`src/rtl/smpc_pad_serializer.sv`:
```
// Per-port TH/TR handshake serializer: snapshots a nibble frame on TH/TR=11 and
// plays it back one nibble per valid TR edge, with over-read and stall protection.
module smpc_pad_serializer #(
   parameter int         PORTS    = 2,
   parameter int         MAX_NIB  = 16,
   parameter int         LW       = $clog2(MAX_NIB + 1),
   parameter int         TIMEOUT  = 255,
   parameter logic [3:0] IDLE_NIB = 4'h0
) (
   input  logic                         CLK,
   input  logic                         RST_N,
   input  logic                         SMPC_CE,
   input  logic [7*PORTS-1:0]           PDR_O,
   input  logic [7*PORTS-1:0]           DDR,
   output logic [7*PORTS-1:0]           PDR_I,
   input  logic [PORTS-1:0]             EN,
   input  logic [4*MAX_NIB*PORTS-1:0]   FRAME,
   input  logic [LW*PORTS-1:0]          FRAME_LEN,
   output logic [PORTS-1:0]             BUSY,
   output logic [PORTS-1:0]             DONE
);

   localparam int            IW      = (MAX_NIB > 1) ? $clog2(MAX_NIB) : 1;
   localparam logic [LW-1:0] MAX_LEN = LW'(MAX_NIB);
   localparam logic [15:0]   TMO     = 16'(TIMEOUT);

   typedef enum logic [1:0] {ST_IDLE, ST_XFER, ST_END} state_t;

   for (genvar p = 0; p < PORTS; p++) begin : g_port
      state_t                   state, state_nx;
      logic [LW-1:0]            idx, idx_nx, idx_inc, len_q, len_in;
      logic [15:0]              timer, timer_nx, timer_inc;
      logic                     tl, tl_nx, done_q, done_nx;
      logic [3:0]               out_q, out_nx;
      logic [MAX_NIB-1:0][3:0]  shadow;
      logic                     th, tr, snap, due, go_idle;
      logic [6:0]               base, pdr_p;
      logic                     busy_p;

      assign th        = PDR_O[7*p+6];
      assign tr        = PDR_O[7*p+5];
      assign snap      = SMPC_CE && th && tr;
      assign len_in    = FRAME_LEN[LW*p +: LW];
      assign idx_inc   = idx + LW'(1);
      assign timer_inc = timer + 16'd1;

      // Shadow copy keeps a read coherent even if the emulator rewrites FRAME mid-transfer.
      always_ff @(posedge CLK or negedge RST_N) begin
         if (!RST_N) begin
            shadow <= '0;
            len_q  <= '0;
         end else if (snap) begin
            shadow <= FRAME[4*MAX_NIB*p +: 4*MAX_NIB];
            len_q  <= (len_in > MAX_LEN) ? MAX_LEN : len_in;
         end
      end

      always_ff @(posedge CLK or negedge RST_N) begin
         if (!RST_N) begin
            state  <= ST_IDLE;
            idx    <= '0;
            timer  <= '0;
            tl     <= 1'b1;
            out_q  <= IDLE_NIB;
            done_q <= 1'b0;
         end else begin
            state  <= state_nx;
            idx    <= idx_nx;
            timer  <= timer_nx;
            tl     <= tl_nx;
            out_q  <= out_nx;
            done_q <= done_nx;
         end
      end

      // Even nibbles answer TR=1, odd nibbles TR=0; anything else only ages the timer.
      always_comb begin
         state_nx = state;
         idx_nx   = idx;
         timer_nx = timer;
         tl_nx    = tl;
         out_nx   = out_q;
         done_nx  = 1'b0;
         go_idle  = 1'b0;
         due      = !th && (tr == ~idx[0]);
         if (!EN[p] || snap) begin
            go_idle = 1'b1;
         end else if (SMPC_CE) begin
            unique case (state)
               ST_IDLE: begin
                  if (!th && tr) begin
                     tl_nx = 1'b1;
                     if (len_q != '0) begin
                        out_nx = shadow[0];
                        idx_nx = LW'(1);
                        if (len_q == LW'(1)) begin
                           state_nx = ST_END;
                           done_nx  = 1'b1;
                        end else begin
                           state_nx = ST_XFER;
                        end
                     end else begin
                        out_nx = IDLE_NIB;
                     end
                  end
               end
               ST_XFER: begin
                  if (due) begin
                     out_nx   = shadow[idx[IW-1:0]];
                     tl_nx    = ~idx[0];
                     idx_nx   = idx_inc;
                     timer_nx = '0;
                     if (idx_inc == len_q) begin
                        state_nx = ST_END;
                        done_nx  = 1'b1;
                     end
                  end else if (timer_inc == TMO) begin
                     go_idle = 1'b1;
                  end else begin
                     timer_nx = timer_inc;
                  end
               end
               ST_END: begin
                  if (!th && (tr != tl)) begin
                     tl_nx    = tr;
                     out_nx   = IDLE_NIB;
                     timer_nx = '0;
                  end else if (timer_inc == TMO) begin
                     go_idle = 1'b1;
                  end else begin
                     timer_nx = timer_inc;
                  end
               end
               default: go_idle = 1'b1;
            endcase
         end
         if (go_idle) begin
            state_nx = ST_IDLE;
            idx_nx   = '0;
            timer_nx = '0;
            tl_nx    = 1'b1;
            out_nx   = IDLE_NIB;
            done_nx  = 1'b0;
         end
      end

      always_comb begin
         base  = (PDR_O[7*p +: 7] & DDR[7*p +: 7]) | ~DDR[7*p +: 7];
         pdr_p = base;
         if (EN[p]) pdr_p[4:0] = {tl, out_q};
         busy_p = (state != ST_IDLE);
      end

      assign PDR_I[7*p +: 7] = pdr_p;
      assign BUSY[p]         = busy_p;
      assign DONE[p]         = done_q;
   end

endmodule

```
`config.mk`:
```
export PLATFORM = sky130hd
export DESIGN_NAME = smpc_pad_serializer
export DESIGN_NICKNAME = d
export VERILOG_FILES = /design/src/rtl/smpc_pad_serializer.sv
export SDC_FILE = /design/constraint.sdc
export NUM_CORES = 1
export LEC_CHECK = 0
export ABC_AREA = 1
export ABC_CLOCK_PERIOD_IN_PS = 2900
export BUFFER_PORTS_ARGS = -buffer_cell sky130_fd_sc_hd__buf_4
export CORE_UTILIZATION = 45
export CTS_CLUSTER_DIAMETER = 30
export DETAILED_ROUTE_END_ITERATION = 10
export GPL_TIMING_DRIVEN = 0
export PLACE_DENSITY = 0.66
export SYNTH_ARGS = -nofsm -noshare
export SYNTH_HDL_FRONTEND = slang
export SYNTH_SLANG_ARGS = --single-unit
```
`constraint.sdc`:
```
create_clock -name CLK -period 2.9 [get_ports CLK]
set_input_delay 0.29 -clock CLK [delete_from_list [all_inputs] [get_ports CLK]]
set_output_delay 0.29 -clock CLK [all_outputs]
set_load 0.01 [all_outputs]
```
* After elaboration in Yosys (flattened, before gate mapping)
Index checks and enable logic that the tools add are counted.
Cells by class: $add $sub $neg 4, $lt $le $gt $ge 4, equal/unequal tests 26, muxes and demuxes 114, bitwise gates (word level) 8, reduce and logical (&&, ||, !) cells 38
Operators by type and width (number):
- two-way mux 16 bit | 12
- two-way mux 5 bit | 16
- two-way mux 4 bit | 16
- one-hot mux 16 bit (2 select lines) | 2
- two-way mux 1 bit | 38
- adder 16 x 1 -> 16 bit, second input constant | 2
- binary-select mux 4 bit (select 4 bit) | 2
- == test 16 x 8 -> 1 bit, second input constant | 2
- two-way mux 2 bit | 16
- != test 3 bit, second input constant | 10
- one-hot mux 4 bit (3 select lines) | 2
- AND reduction 6 bit | 4
- one-hot mux 5 bit (2 select lines) | 2
- bitwise AND 7 bit | 2
- inverter 7 bit | 2
- bitwise OR 7 bit | 2
- AND reduction 7 bit | 2
- one-hot mux 1 bit (3 select lines) | 4
- nonzero test 3 bit | 4
- adder 5 x 1 -> 5 bit, second input constant | 2
- == test 5 x 1 -> 1 bit, second input constant | 2
- == test 5 bit | 2
- greater-than comparator 5 bit, second input constant | 2
- logical AND 1 bit | 10
- 16 further kinds | 36
Word-level totals: bits in registers 196, word-level logic and storage cells 240

* Depth between registers and ports, before layout
depth after elaboration 9, depth in mapped cells 18, mapped depth without buffers 18

* Worst setup path after synthesis
Ideal clock, no wire load.
path kind flip-flop to flip-flop, start reg g_port[0].timer[0], end reg g_port[0].timer[12], setup time 116 ps, data arrival time 2123 ps, required time 2784 ps, setup slack 660 ps, stages on the path, launching flop included 16, path buffers 1, clock period less this slack 2240 ps, cell sequence dfrtp_1 -> ha_1 -> nand3_2 -> inv_1 -> nand3_1 -> xor2_1 -> nand2_1 -> nor2_1 -> nand4_4 -> nand2_2 -> nand2_2 -> nand3_2 -> nand2_4 -> buf_6 -> nand2_1 -> nand2_1
Between the ends: cells in the longest elaborated chain, start to end 9, elaborated cells between the ends (all ways) 19
RTL lines:
- start, declared | RTL line 32 | logic [15:0] timer, timer_nx, timer_inc;
- start signal, assigned | RTL line 69 | timer <= timer_nx;
- adder 16 x 1 -> 16 bit * | RTL line 45 | assign timer_inc = timer + 16'd1;
- == test 16 x 8 -> 1 bit | RTL line 117, 128
- two-way mux 1 bit | RTL line 117, 128
- two-way mux 1 bit (on tied branches) | RTL line 124, 108
- one-hot mux 1 bit (3 select lines) | RTL line 89 | unique case (state)
- two-way mux 1 bit | RTL line 88 | end else if (SMPC_CE) begin
- two-way mux 1 bit | RTL line 86 | if (!EN[p] || snap) begin
- != test 2 bit (no source line) (tied with other cells)
- AND reduction 3 bit (no source line)
Mark *: on every way between the ends. The rest lies on a longest branch, timed or not. The select of a mux whose other input is x is not followed. A chain may end at the register's enable or synchronous reset.

* Final worst setup path
start reg g_port[0].timer[0], end reg g_port[0].timer[4]
The elaborated chain is that of the path after synthesis.

==> results_dict.tcl <==
set metrics [dict create \
    status "completed" \
    core_mm2 0.02439 \
    grt_pass1_wl_um 52610 \
    cp.arrival_ps 3010 \
    overflow 0 \
    grt.total_usage_pct 25.66 \
    power.total_mw 10.25 \
    timing.max_cap.violations 0 \
    crit_chain "ha_1 -> nand3_2 -> inv_1 -> nand3_1 -> xor2_1 -> nand2_1 -> nor2_1 -> nand4_4 -> a21oi_4 -> buf_6 -> nor2_1 -> nand2_1 -> nand2_1" \
    start_util_pct 46.10 \
    drc 0 \
    yosysWarnings 0 \
    start_kind "register" \
    fin_tns_setup_ps 0 \
    slowest_stage "dfrtp_1" \
    cts_made_buffers 17 \
    syn_inst 1583 \
    whs_path_depth 3 \
    cts-htree-levels 4 \
    endpoint_kind "register" \
    syn_nets 1768 \
    reg2reg_slack_ps 230 \
    boundaryPins 189 \
    vias 10940 \
    fin_worst_skew_ps 15.98 \
    critPathBufInv 2 \
    fillCellCount 2384 \
    yosysMostFrequentCell "nand2_1" \
    cts_buffer_depth 2 \
    avgViaCountPerCell 5.135 \
    synth_area_leaders "dfrtp_1 43%, nand2_1 19%, o21ai_0 8.1%" \
    design_area_mm2 0.01376 \
    numClockSinks 196 \
    worst_path_largest_cell_delay_ps 440 \
    die_h_um 160.1 \
    wl_per_cell_um 14.81 \
    placementRows 57 \
    leakagePower_nw 6.870 \
    post-synth-top-area-fraction_pct 43.17 \
    synth-seq-cells 196 \
    dp_hpwl_um 23940 \
    ys_async_sr_fraction_pct 100.0 \
    worst_pin_slew_ps 967.0 \
    die_area_mm2 0.02562 \
    fin_ws_ps 233.2 \
    p_per_area_mw_per_mm2 744.6 \
    fin_crit_ps 2667 \
    reg2reg_depth 13 \
    initialDrtViolationCount 958 \
    ant_nets 0 \
    dpl_cell_area_mm2 0.01312 \
    maxSlewHeadroom_pct 35.04 \
    setup_viol 0 \
    period_share_pct 91.96 \
    first_pass_iters 5 \
    critPathTopFamily "simple AND/OR/NAND/NOR gates" \
    io_buffers 188 \
    crit_type "register to register" \
    synth_cell_types 49 \
    diodes 0 \
    cts_root_buf "clkbuf_16" \
    holdWs_ps 21.16 \
    yosysTopAreaCell "dfrtp_1" \
    syn2layout_area_growth_pct 22.41 \
    fmaxAchievable_mhz 375.0 \
    clock_latency_ps 460 \
    antenna_found_initial 0 \
    drive_above_1_share_pct 15.22 \
    grt_pass1_vias 10640 \
    slew_viol_final 0 \
    ys_top_cells_by_count "581 x nand2_1, 194 x dfrtp_1, 181 x o21ai_0" \
    cp.required_ps 3250 \
    cp.depth 13 \
    syn_area_mm2 0.01124 \
    gp_congestion 0.9079 \
    die_w_um 160.1 \
    yosysSeqAreaShare_pct 43.64 \
    hold_violations 0 \
    syn-mean-instance-area_um2 7.103 \
    dp_slack_ps 264.1 \
    vdd_drop_max_mv 0.3343 \
    rsz0062_at_grt "no" \
    path_clk_slew_ps 90 \
    grt_max_degree 82 \
    holdCritPathClass "input pin to register" \
    worstPathMaxFanout 10 \
    synth_flop_cell "dfrtp_1" \
    cts_tree "yes" \
    nets 1979 \
    path_common_cell "nand2_1" \
    synth_edf_count 0 \
    finalWirelength_um 31560 \
]
## area by class of cell
type                       count  area [um^2]  area share [%]
clock buffer                  18        429.2           3.118
clock inverter                14        192.7           1.400
tap                          324        405.4           2.945
inverter                     137        514.2           3.736
multi-input combinational   1178         5500           39.96
timing repair buffer         192         1491           10.84
sequential                   196         4907           35.65
buffer                        72        324.1           2.354
## final timing paths
check / start / to
max in group asynchronous: RST_N / g_port[1].shadow[31]
max reg2reg: g_port[0].timer[0] / g_port[0].timer[4]
max: g_port[0].timer[0] / g_port[0].timer[4]
min reg2reg: g_port[1].shadow[5] / g_port[1].shadow[5]
min: FRAME[123] / g_port[1].shadow[59]
min in group asynchronous: RST_N / g_port[0].timer[10]
## kinds of logic after synthesis
logic type | after synthesis | share of synthesized area, %
and+or+nand+nor | 866 | 31.87
AOI/OAI and AO/OA | 270 | 13.31
buffers and inverters | 209 | 7.444
DFF | 196 | 43.64
xor gates and xnor gates | 28 | 2.181
adders and majority gates | 14 | 1.558
## registers in the layout (all words and copies together), names as in the netlist
name,count
g_port.len_q,10
g_port.out_q,8
g_port.timer,32
g_port.tl,2
g_port.done_q,2
g_port.state,4
g_port.idx,10
g_port.shadow,128
## what timing repair did
item | in CTS | in global routing
setup endpoints to repair | 0 | 2
buffers inserted | 0 | 1
resized for setup | 0 | 2
endpoints found under the hold margin | 44 | 0
hold buffers | 1 | 0
## power by group
group / internal [mW] / total, mW / switching (mW)
Clock: 1.19 / 2.48 / 1.29
Combinational: 1.42 / 3.99 / 2.58
Sequential: 3.32 / 3.77 / 0.454
Total: 5.93 / 10.2 / 4.32
## routing by layer
metal | vias up | GRT usage (%) | share of wire [%]
met5 | - | 0 | 0
met4 | 0 | 7.100 | 1.3
met3 | 33 | 3.714 | 5.3
met2 | 318 | 41.66 | 46
met1 | 5102 | 35.71 | 47
li1 | 5489 | - | -
## per-stage QoR
stage | utilization, % | cells
floorplan | - | 1583
global placement | 53.55 | 2095
detailed placement | 53.81 | 2097
CTS | 56.40 | 2130
global route | 56.43 | 2131
finish | 56.43 | 2131
## tightest hold or removal path, cell delays in order
cell     delay (ps)
buf_4            70
nand2_1          40
nand2_1          50
## layout by cell type (no fill, tap or decap), types with 9 or more instances in the layout
cell / Yosys / final
a21oi_1: 46 / 46
buf_4: 5 / 193
clkbuf_1: 54 / 54
clkbuf_16: 0 / 17
dfrtp_1: 194 / 194
ha_1: 14 / 14
inv_1: 131 / 131
nand2_1: 581 / 581
nand2_2: 9 / 9
nand3_1: 80 / 80
nand4_1: 19 / 19
nor2_1: 141 / 141
nor3_1: 11 / 11
o21ai_0: 181 / 181
xor2_1: 21 / 21
No activity file was read; power rests on OpenSTA's default activity.
